### src/rtl/aes_pkg.sv
// rtl/aes_pkg.sv - AES S-box helpers: affine transforms, GF(2^4)/GF((2^4)^2) arithmetic, basis maps.
// The basis-change matrices are derived at elaboration from a root of the AES polynomial.
package aes_pkg;

  typedef logic [3:0] aes_nibble;

  typedef enum logic [1:0] {
    S_IDLE = 2'd0,
    S_BUSY = 2'd1,
    S_DONE = 2'd2
  } aes_state_e;

  localparam logic [7:0] AES_INV_AFF_C = 8'h05;
  localparam logic [7:0] AES_AFF_C     = 8'h63;
  // y^2 + y + lambda is irreducible over GF(2^4) because trace(0xC) = 1
  localparam aes_nibble  AES_LAMBDA    = 4'hC;

  function automatic aes_nibble gf16_mul(input aes_nibble a, input aes_nibble b);
    aes_nibble r, x, bb;
    r  = '0;
    x  = a;
    bb = b;
    for (int i = 0; i < 4; i++) begin
      if (bb[0]) r = r ^ x;
      x  = x[3] ? ({x[2:0], 1'b0} ^ 4'h3) : {x[2:0], 1'b0};
      bb = bb >> 1;
    end
    return r;
  endfunction

  function automatic aes_nibble gf16_inv(input aes_nibble a);
    aes_nibble a2, a4, a8;
    a2 = gf16_mul(a, a);
    a4 = gf16_mul(a2, a2);
    a8 = gf16_mul(a4, a4);
    return gf16_mul(gf16_mul(a2, a4), a8);
  endfunction

  function automatic logic [7:0] gf256c_mul(input logic [7:0] a, input logic [7:0] b);
    aes_nibble hh, rh, rl;
    hh = gf16_mul(a[7:4], b[7:4]);
    rh = hh ^ gf16_mul(a[7:4], b[3:0]) ^ gf16_mul(a[3:0], b[7:4]);
    rl = gf16_mul(hh, AES_LAMBDA) ^ gf16_mul(a[3:0], b[3:0]);
    return {rh, rl};
  endfunction

  // Shared inverter: multiply by the conjugate, invert the GF(2^4) norm.
  function automatic logic [7:0] gf256c_inv(input logic [7:0] a);
    aes_nibble n, ni;
    n  = gf16_mul(gf16_mul(a[7:4], a[7:4]), AES_LAMBDA) ^
         gf16_mul(a[7:4], a[3:0]) ^ gf16_mul(a[3:0], a[3:0]);
    ni = gf16_inv(n);
    return {gf16_mul(a[7:4], ni), gf16_mul(a[7:4] ^ a[3:0], ni)};
  endfunction

  function automatic logic [7:0] apply_matrix(input logic [63:0] m, input logic [7:0] a);
    logic [7:0]  r, aa;
    logic [63:0] mm;
    r  = '0;
    aa = a;
    mm = m;
    for (int i = 0; i < 8; i++) begin
      if (aa[0]) r = r ^ mm[7:0];
      aa = aa >> 1;
      mm = mm >> 8;
    end
    return r;
  endfunction

  function automatic logic [7:0] find_root();
    logic [7:0] b, b2, b3, b4, b8, p, r;
    logic       found;
    r     = 8'h02;
    found = 1'b0;
    for (int c = 2; c < 256; c++) begin
      b  = 8'(c);
      b2 = gf256c_mul(b, b);
      b3 = gf256c_mul(b2, b);
      b4 = gf256c_mul(b2, b2);
      b8 = gf256c_mul(b4, b4);
      p  = b8 ^ b4 ^ b3 ^ b ^ 8'h01;
      if (p == 8'h00 && !found) begin
        r     = b;
        found = 1'b1;
      end
    end
    return r;
  endfunction

  function automatic logic [63:0] build_iso();
    logic [63:0] m;
    logic [7:0]  beta, pw;
    beta = find_root();
    pw   = 8'h01;
    m    = '0;
    for (int i = 0; i < 8; i++) begin
      m  = {pw, m[63:8]};
      pw = gf256c_mul(pw, beta);
    end
    return m;
  endfunction

  function automatic logic [63:0] build_iso_inv(input logic [63:0] iso);
    logic [63:0] m;
    logic [7:0]  e, col;
    m = '0;
    e = 8'h01;
    for (int j = 0; j < 8; j++) begin
      col = '0;
      for (int p = 0; p < 256; p++) begin
        if (apply_matrix(iso, 8'(p)) == e) col = 8'(p);
      end
      m = {col, m[63:8]};
      e = e << 1;
    end
    return m;
  endfunction

  localparam logic [63:0] AES_ISO     = build_iso();
  localparam logic [63:0] AES_ISO_INV = build_iso_inv(AES_ISO);

  function automatic logic [7:0] map_to_composite(input logic [7:0] a);
    return apply_matrix(AES_ISO, a);
  endfunction

  function automatic logic [7:0] map_from_composite(input logic [7:0] a);
    return apply_matrix(AES_ISO_INV, a);
  endfunction

  function automatic logic [7:0] inv_affine(input logic [7:0] y);
    return {y[1:0], y[7:2]} ^ {y[4:0], y[7:5]} ^ {y[6:0], y[7]} ^ AES_INV_AFF_C;
  endfunction

`ifdef AES_FWD_SBOX_EN
  function automatic logic [7:0] fwd_affine(input logic [7:0] x);
    return x ^ {x[3:0], x[7:4]} ^ {x[4:0], x[7:5]} ^ {x[5:0], x[7:6]} ^
           {x[6:0], x[7]} ^ AES_AFF_C;
  endfunction
`endif

endpackage

### src/rtl/aes_inv_sbox_lane.sv
// rtl/aes_inv_sbox_lane.sv - one-byte inverse S-box lane around the composite-field inverter.
// AES_FWD_SBOX_EN adds a fwd select that bypasses the inverse affine and applies the forward one.
module aes_inv_sbox_lane
  import aes_pkg::*;
(
  input  logic [7:0] data,
`ifdef AES_FWD_SBOX_EN
  input  logic       fwd,
`endif
  output logic [7:0] result
);

  logic [7:0] inv_in;
  logic [7:0] inv_out;

`ifdef AES_FWD_SBOX_EN
  assign inv_in  = fwd ? data : inv_affine(data);
  assign inv_out = map_from_composite(gf256c_inv(map_to_composite(inv_in)));
  assign result  = fwd ? fwd_affine(inv_out) : inv_out;
`else
  assign inv_in  = inv_affine(data);
  assign inv_out = map_from_composite(gf256c_inv(map_to_composite(inv_in)));
  assign result  = inv_out;
`endif

endmodule

### src/rtl/aes_inv_sub_bytes_seq.sv
// rtl/aes_inv_sub_bytes_seq.sv - iterative InvSubBytes engine, LANES bytes per cycle.
// AES_FWD_SBOX_EN adds in_fwd, captured at accept, selecting the forward S-box for that state.
module aes_inv_sub_bytes_seq
  import aes_pkg::*;
#(
  parameter int LANES = 4
) (
  input  logic         clk,
  input  logic         rst,
  input  logic         in_valid,
  output logic         in_ready,
  input  logic [127:0] in_state,
`ifdef AES_FWD_SBOX_EN
  input  logic         in_fwd,
`endif
  output logic         out_valid,
  input  logic         out_ready,
  output logic [127:0] out_state,
  output logic         busy
);

  localparam int GROUPS = 16 / LANES;
  localparam int CW     = (GROUPS > 1) ? $clog2(GROUPS) : 1;

  if (!(LANES == 1 || LANES == 2 || LANES == 4 || LANES == 8 || LANES == 16)) begin : g_lanes_check
    $error("aes_inv_sub_bytes_seq: LANES must be 1, 2, 4, 8 or 16");
  end

  aes_state_e    state, state_next;
  logic [CW-1:0] cnt;
  logic          accept;
  logic          last_group;
  logic [7:0]    work_b   [16];
  logic [7:0]    in_b     [16];
  logic [7:0]    lane_in  [LANES];
  logic [7:0]    lane_out [LANES];
  logic [3:0]    byte_idx [LANES];
`ifdef AES_FWD_SBOX_EN
  logic          fwd_q;
`endif

  // Byte 0 sits in the most significant byte of the 128-bit bus.
  for (genvar k = 0; k < 16; k++) begin : g_bytes
    assign in_b[k]                    = in_state[(15-k)*8 +: 8];
    assign out_state[(15-k)*8 +: 8]   = work_b[k];
  end

  assign last_group = (cnt == CW'(GROUPS - 1));

  always_comb begin
    for (int l = 0; l < LANES; l++) begin
      byte_idx[l] = 4'(int'(cnt) * LANES + l);
      lane_in[l]  = work_b[byte_idx[l]];
    end
  end

  for (genvar l = 0; l < LANES; l++) begin : g_lane
    aes_inv_sbox_lane u_lane (
      .data   (lane_in[l]),
`ifdef AES_FWD_SBOX_EN
      .fwd    (fwd_q),
`endif
      .result (lane_out[l])
    );
  end

  always_comb begin
    state_next = state;
    in_ready   = 1'b0;
    out_valid  = 1'b0;
    busy       = 1'b0;
    accept     = 1'b0;
    case (state)
      S_IDLE: begin
        in_ready = 1'b1;
        accept   = in_valid;
        if (in_valid) state_next = S_BUSY;
      end
      S_BUSY: begin
        busy = 1'b1;
        if (last_group) state_next = S_DONE;
      end
      S_DONE: begin
        out_valid = 1'b1;
        // Release and re-accept in the same cycle keeps the round loop bubble-free.
        in_ready  = out_ready;
        accept    = in_valid && out_ready;
        if (out_ready) state_next = (in_valid) ? S_BUSY : S_IDLE;
      end
      default: state_next = S_IDLE;
    endcase
  end

  always_ff @(posedge clk) begin
    if (rst) begin
      state <= S_IDLE;
      cnt   <= '0;
      for (int k = 0; k < 16; k++) work_b[k] <= '0;
`ifdef AES_FWD_SBOX_EN
      fwd_q <= 1'b0;
`endif
    end else begin
      state <= state_next;
      if (accept) begin
        cnt <= '0;
        for (int k = 0; k < 16; k++) work_b[k] <= in_b[k];
`ifdef AES_FWD_SBOX_EN
        fwd_q <= in_fwd;
`endif
      end else if (state == S_BUSY) begin
        for (int l = 0; l < LANES; l++) work_b[byte_idx[l]] <= lane_out[l];
        if (GROUPS > 1) cnt <= cnt + 1'b1;
      end
    end
  end

endmodule

### config.mk
export PLATFORM = sky130hd
export DESIGN_NAME = aes_inv_sub_bytes_seq
export DESIGN_NICKNAME = d
export VERILOG_FILES = /design/src/rtl/aes_pkg.sv /design/src/rtl/aes_inv_sbox_lane.sv /design/src/rtl/aes_inv_sub_bytes_seq.sv
export SDC_FILE = /design/constraint.sdc
export NUM_CORES = 1
export LEC_CHECK = 0
export ABC_CLOCK_PERIOD_IN_PS = 11300
export CORE_MARGIN = 2
export CORE_UTILIZATION = 56
export DETAILED_ROUTE_END_ITERATION = 7
export PLACE_DENSITY = 0.83
export SETUP_SLACK_MARGIN = 0.02
export SYNTH_ARGS = -nofsm -noshare
export SYNTH_HDL_FRONTEND = slang
export SYNTH_HIERARCHICAL = 1
export SYNTH_SLANG_ARGS = --single-unit
### constraint.sdc
create_clock -name clk -period 11.3 [get_ports clk]
set_input_delay 1.13 -clock clk [delete_from_list [all_inputs] [get_ports clk]]
set_output_delay 1.13 -clock clk [all_outputs]
set_load 0.05 [all_outputs]
; ---- Yosys cells after proc, flatten, opt, wreduce, memory -nomap -nowiden
; Memory sizes are Yosys's and may differ from the RTL's. A register that Yosys moved wholly into a read port is not among the register bits.
; Index checks and enable logic that the tools add are counted.
[totals]
reg_bits = 4
mem_bits_rw = 128
input_bits = 132
out_inout_bits = 131
elab_cells = 704
n_memories = 1
[classes]
add_sub_neg = 4
eq_ne = 6
mux = 367
bitwise_logic = 316
reduce_logical = 8
[memory_table]
columns = name, depth, word_bits, read_ports, rd_ports_with_merged_regs, wr, line_no
row1 = work_b, 16, 8, 20, 1, 16, aes_inv_sub_bytes_seq.sv:33  ; logic [7:0] work_b [16];
[ops]
columns = cell, count
row1 = $mux W4, 166
row2 = $xor A4 B4 Y4, 136
row3 = $mux W8, 40
row4 = $not A2 Y2, 116
row5 = $mux W2, 103
row6 = $mux W7, 16
row7 = $mux W6, 16
row8 = $not A4 Y4, 16
row9 = $xor A8 B8 Y8, 8
row10 = $reduce_or A8 Y1, 4
row11 = $not A3 Y3, 8
row12 = $not A6 Y6, 4
row13 = $mux W1, 23
row14 = $not A4 Y5, 4
row15 = $not A5 Y5, 4
row16 = $not A4 Y4 const A, 4
row17 = $or A1 B1 Y1, 16
row18 = $add A4 B2 Y4 const B, 2
row19 = $ne A2 B2 Y1 const B, 3
row20 = $pmux W2 S3, 1
row21 = $add A4 B1 Y4 const B, 1
row22 = $eq A2 B2 Y1 const B, 2
row23 = $pmux W1 S2, 2
row24 = $reduce_and A3 Y1, 1
row25 = other kinds (5), 5

; ---- Longest topological paths before layout
; An unclocked memory read counts as a cell.
[logic_depth]
word_depth = 89
mapped_depth = 34
ltp_nobuf = 28

; ---- Hierarchy
; The synthesis kept the hierarchy.
[by_module_without_submodules]
columns = module, instances, cells_per_inst, area_each_um2, seq_area_each_um2
row1 = aes_inv_sbox_lane at g_lane[1].u_lane ..., 3, 297, 2367.3, 0.0
row2 = aes_inv_sub_bytes_seq, 1, 463, 6615.1, 3963.8
row3 = aes_inv_sbox_lane at g_lane[0].u_lane, 1, 300, 2483.6, 0.0

; ---- Least setup slack after synthesis
; OpenSTA, ideal clock, no wires.
[synth_timing]
kind = register to register
startpoint = reg cnt[0]
endpoint = mem work_b[9][6], data pin
setup_ps = 256
arrival_time_ps = 7760
required_ps = 11044
setup_slack_ps = 3284
path_stages_with_launch = 32
n_path_buf = 6
period_less_slack_ps = 8016
cell_sequence = dfxtp_1 > buf_2 > buf_2 > mux4_2 > buf_6 > xnor3_2 > xnor3_2 > xor2_1 > ha_1 > nor2_1 > or3_1 > a2111oi_0 > nand4b_1 > xor2_2 > buf_2 > xnor2_1 > xnor2_1 > ha_1 > clkbuf_1 > inv_1 > nand2_1 > o22ai_1 > mux2_2 > a22oi_2 > and2_2 > buf_6 > nand3_1 > a32o_1 > xnor2_2 > xnor3_1 > xnor3_1 > a22o_1
[synth_lines]
columns = element, line_no
row1 = "start, declared", aes_inv_sub_bytes_seq.sv:30  ; logic [CW-1:0] cnt;
row2 = "start signal, assigned", aes_inv_sub_bytes_seq.sv:112  ; if (GROUPS > 1) cnt <= cnt + 1'b1;
row3 = "end, declared", aes_inv_sub_bytes_seq.sv:33

==> results.tsv <==
metric	value	unit
setup slack, reg-to-reg	1.35	ns
overall fraction of global-route tracks in use	0.315	
total clock sinks	134	
initial core utilization	0.566	
CTS clock-pin slew for the worst setup and hold paths	0.07	ns
number of buffers created by CTS	17	
vias after detailed routing	14200	
antenna violations before repair	0	
die span in x	174	µm
Startpoint Class	register	
Avg Inst Size Synth	9.79	µm²
CTS tree	built	
tightest hold margin	0.758	ns
DR vias/cell	6.44	
CTS max path bufs	2	
total global routing overflow	0	
Post-synth EDFFs	128	
leading cell type in the layout, fill and taps excluded	sky130_fd_sc_hd__clkdlybuf4s50_1	
clock root cell	sky130_fd_sc_hd__clkbuf_16	
logic depth of the worst register-to-register path	26	
antenna cell count	0	
Slew headroom	0.236	
met1 Use GR	0.415	
Initial DRC Count	1551	
worst slew pin tran	1.15	ns
Die Footprint	0.0303	mm²
cell area reported after detailed placement	0.0186	mm²
drc violations	0	
Resized Gates After CTS	0	
final count of pins violating max slew	0	
first-pass GRT wire length	75300	µm
number of max-cap violations	0	
post-synthesis cell count	1654	
async set-or-reset flop fraction in the synthesized netlist	0	
crit path DAT	10.16	ns
Yosys warning count	6	
Layout Area Growth over Synthesis	18.4	%
placed cell count	2175	
share of the yosys chip area belonging to registers	0.245	
summed area of non-filler cells in the final layout	0.0192	mm²
total standard cell area after synthesis	0.0162	mm²
Max Clk Rate	0.100	GHz
final cell count without fillers	2207	
GR peak layer	met2	
chip height	174	µm
Critical R2R Capture	work_b[6][6]	
category of the worst setup path capture point	register	
setup violators final	0	
met2 usage in global routing	0.530	
run status	complete, no violations	
timing startpoint of the critical path	cnt[0]	
required time of the worst setup path	11.50	ns
commonest non-fill, non-tap cells in the layout	261 x sky130_fd_sc_hd__clkdlybuf4s50_1, 180 x sky130_fd_sc_hd__nand2_1, 139 x sky130_fd_sc_hd__xnor2_1	
I/O Buffers	262	
Multi-input gate area	0.0113	mm²
first-pass iteration count of the detailed router	6	
sequential cell area	0.00397	mm²
Max H-tree Level	4	
Worst R2R Start	cnt[0]	
cts hold-fix bufs	0	
Hold Violations, Final	0	
number of rows in the core area	62	
share of cells above drive strength 1	0.134	
Synth cell types	107	
number of placed I/O pins	263	
worst clock skew	0.0132	ns
Post-CTS Setup Repair Bufs	0	
crit-path max FO	16	
fill cell instance count of the final layout	2165	
net count reported at finish	1962	
worst skew pair latency	0.44	ns
Hold WC Path Type	reg2reg	
GRT met3 Usage	0.0540	
wire length reported by the detailed router	48700	µm
via count of the first global-routing pass	13400	
post-route antenna net violation count	0	
capturing element of the worst setup path	work_b[6][6]	
Final TNS setup	0	ns
WL/cell	22.1	µm
Final HPWL DP	34000	µm
FF+latch count, synth	134	
core box area	0.0286	mm²
unrepaired setup endpoints after global routing	no	
crit path kind	reg2reg	
Post-Synthesis Net Count	1806	
final worst path period share	0.881	
final RePlAce weighted congestion	0.920	
fin crit period	9.95	ns
maximum number of pins on one net before global-route repair	70	
predominant post-synthesis flop cell	sky130_fd_sc_hd__edfxtp_1	
[area by class of cell]
| type | count | area share |
|---|---|---|
| Inverter | 34 | 0.00678 |
| Clock buffer | 17 | 0.0222 |
| Tap cell | 384 | 0.0251 |
| Clock inverter | 15 | 0.00809 |
| Multi-Input combinational cell | 1352 | 0.591 |
| Timing Repair Buffer | 271 | 0.140 |
| Sequential cell | 134 | 0.207 |
[cell families after synthesis]
family	after synthesis	share of synthesized area
AOI/OAI and AO/OA	413	0.195
xor gates and xnor gates	326	0.250
adders and majority gates	26	0.0196
buffers and inverters	168	0.0558
DFF	134	0.245
muxes	57	0.0603
and+or+nand+nor	530	0.174
[metal layers]
metal / routed length [µm] / part of all wire
met1: 20000 / 0.41
met2: 23200 / 0.48
met3: 4230 / 0.087
met4: 1320 / 0.027
met5: 0 / 0
[registers in the layout, indices dropped and copies added (netlist names), named ones only]
name / count
work_b: 128
state: 2
cnt: 2
[worst min path at each step]
stage	start	cells after the start	endpoint	slack [ns]
after floorplan	state[0]	3	register	0.68
after global placement	cnt[0]	2	cnt[0]	0.72
after detailed placement	state[1]	2	state[1]	0.75
after CTS	cnt[0]	2	cnt[0]	0.76
after global routing	cnt[0]	2	cnt[0]	0.80
final	cnt[0]	2	cnt[0]	0.76
[critical path, cell delays in order, from the launching register on]
cell and delay (ns):
sky130_fd_sc_hd__dfxtp_2 0.55, sky130_fd_sc_hd__buf_4 0.35, sky130_fd_sc_hd__mux4_2 0.75, sky130_fd_sc_hd__xor2_1 0.80
sky130_fd_sc_hd__xor2_2 0.42, sky130_fd_sc_hd__inv_2 0.20, sky130_fd_sc_hd__ha_1 0.65, sky130_fd_sc_hd__xnor3_1 0.48
sky130_fd_sc_hd__nand2_1 0.09, sky130_fd_sc_hd__xnor2_1 0.17, sky130_fd_sc_hd__xnor2_2 0.15, sky130_fd_sc_hd__xnor2_2 0.29
sky130_fd_sc_hd__xor2_1 0.85, sky130_fd_sc_hd__xnor2_1 0.20, sky130_fd_sc_hd__ha_1 0.58, sky130_fd_sc_hd__inv_1 0.24
sky130_fd_sc_hd__nand2_1 0.18, sky130_fd_sc_hd__o22ai_1 0.10, sky130_fd_sc_hd__mux2_2 0.30, sky130_fd_sc_hd__a22oi_2 0.23
sky130_fd_sc_hd__and2_2 0.31, sky130_fd_sc_hd__nand3_1 0.10, sky130_fd_sc_hd__a32o_1 0.32, sky130_fd_sc_hd__xnor2_2 0.23
sky130_fd_sc_hd__xnor3_1 0.48, sky130_fd_sc_hd__xnor3_1 0.45, sky130_fd_sc_hd__a22o_1 0.22
[stage by stage]
step	setup slack, ns	utilization
after floorplan	3.28	-
after global placement	1.84	0.650
after detailed placement	1.58	0.650
after CTS	1.53	0.670
after global routing	0.734	0.670
final	1.35	0.670
[cells in the mapped netlist, types with 17 or more instances]
library cell / instances / area share
sky130_fd_sc_hd__xnor2_1: 139 / 0.075
sky130_fd_sc_hd__edfxtp_1: 128 / 0.24
sky130_fd_sc_hd__nand2_1: 180 / 0.042
sky130_fd_sc_hd__mux2i_1: 20 / 0.012
sky130_fd_sc_hd__nand2b_1: 53 / 0.020
sky130_fd_sc_hd__nand3_1: 53 / 0.016
sky130_fd_sc_hd__ha_1: 20 / 0.015
sky130_fd_sc_hd__nor3_1: 39 / 0.012
sky130_fd_sc_hd__o211ai_1: 20 / 0.0093
sky130_fd_sc_hd__xnor3_1: 39 / 0.054
sky130_fd_sc_hd__or3_1: 21 / 0.0081
sky130_fd_sc_hd__xnor2_2: 41 / 0.041
sky130_fd_sc_hd__o22ai_1: 17 / 0.0066
sky130_fd_sc_hd__buf_2: 55 / 0.017
sky130_fd_sc_hd__a22o_1: 85 / 0.046
sky130_fd_sc_hd__nand4_1: 18 / 0.0070
sky130_fd_sc_hd__a21oi_1: 28 / 0.0086
sky130_fd_sc_hd__inv_1: 27 / 0.0063
sky130_fd_sc_hd__xor2_1: 80 / 0.043
sky130_fd_sc_hd__o21ai_0: 76 / 0.023
sky130_fd_sc_hd__mux4_2: 32 / 0.044
sky130_fd_sc_hd__and3_1: 18 / 0.0070
sky130_fd_sc_hd__buf_6: 20 / 0.014
sky130_fd_sc_hd__nor2_1: 60 / 0.014
sky130_fd_sc_hd__o21ai_1: 32 / 0.0099
sky130_fd_sc_hd__clkbuf_1: 44 / 0.010
Power is left out: the tool's default activity adds up to more than one toggle a clock period on the data nets, which glitch-free logic cannot reach.
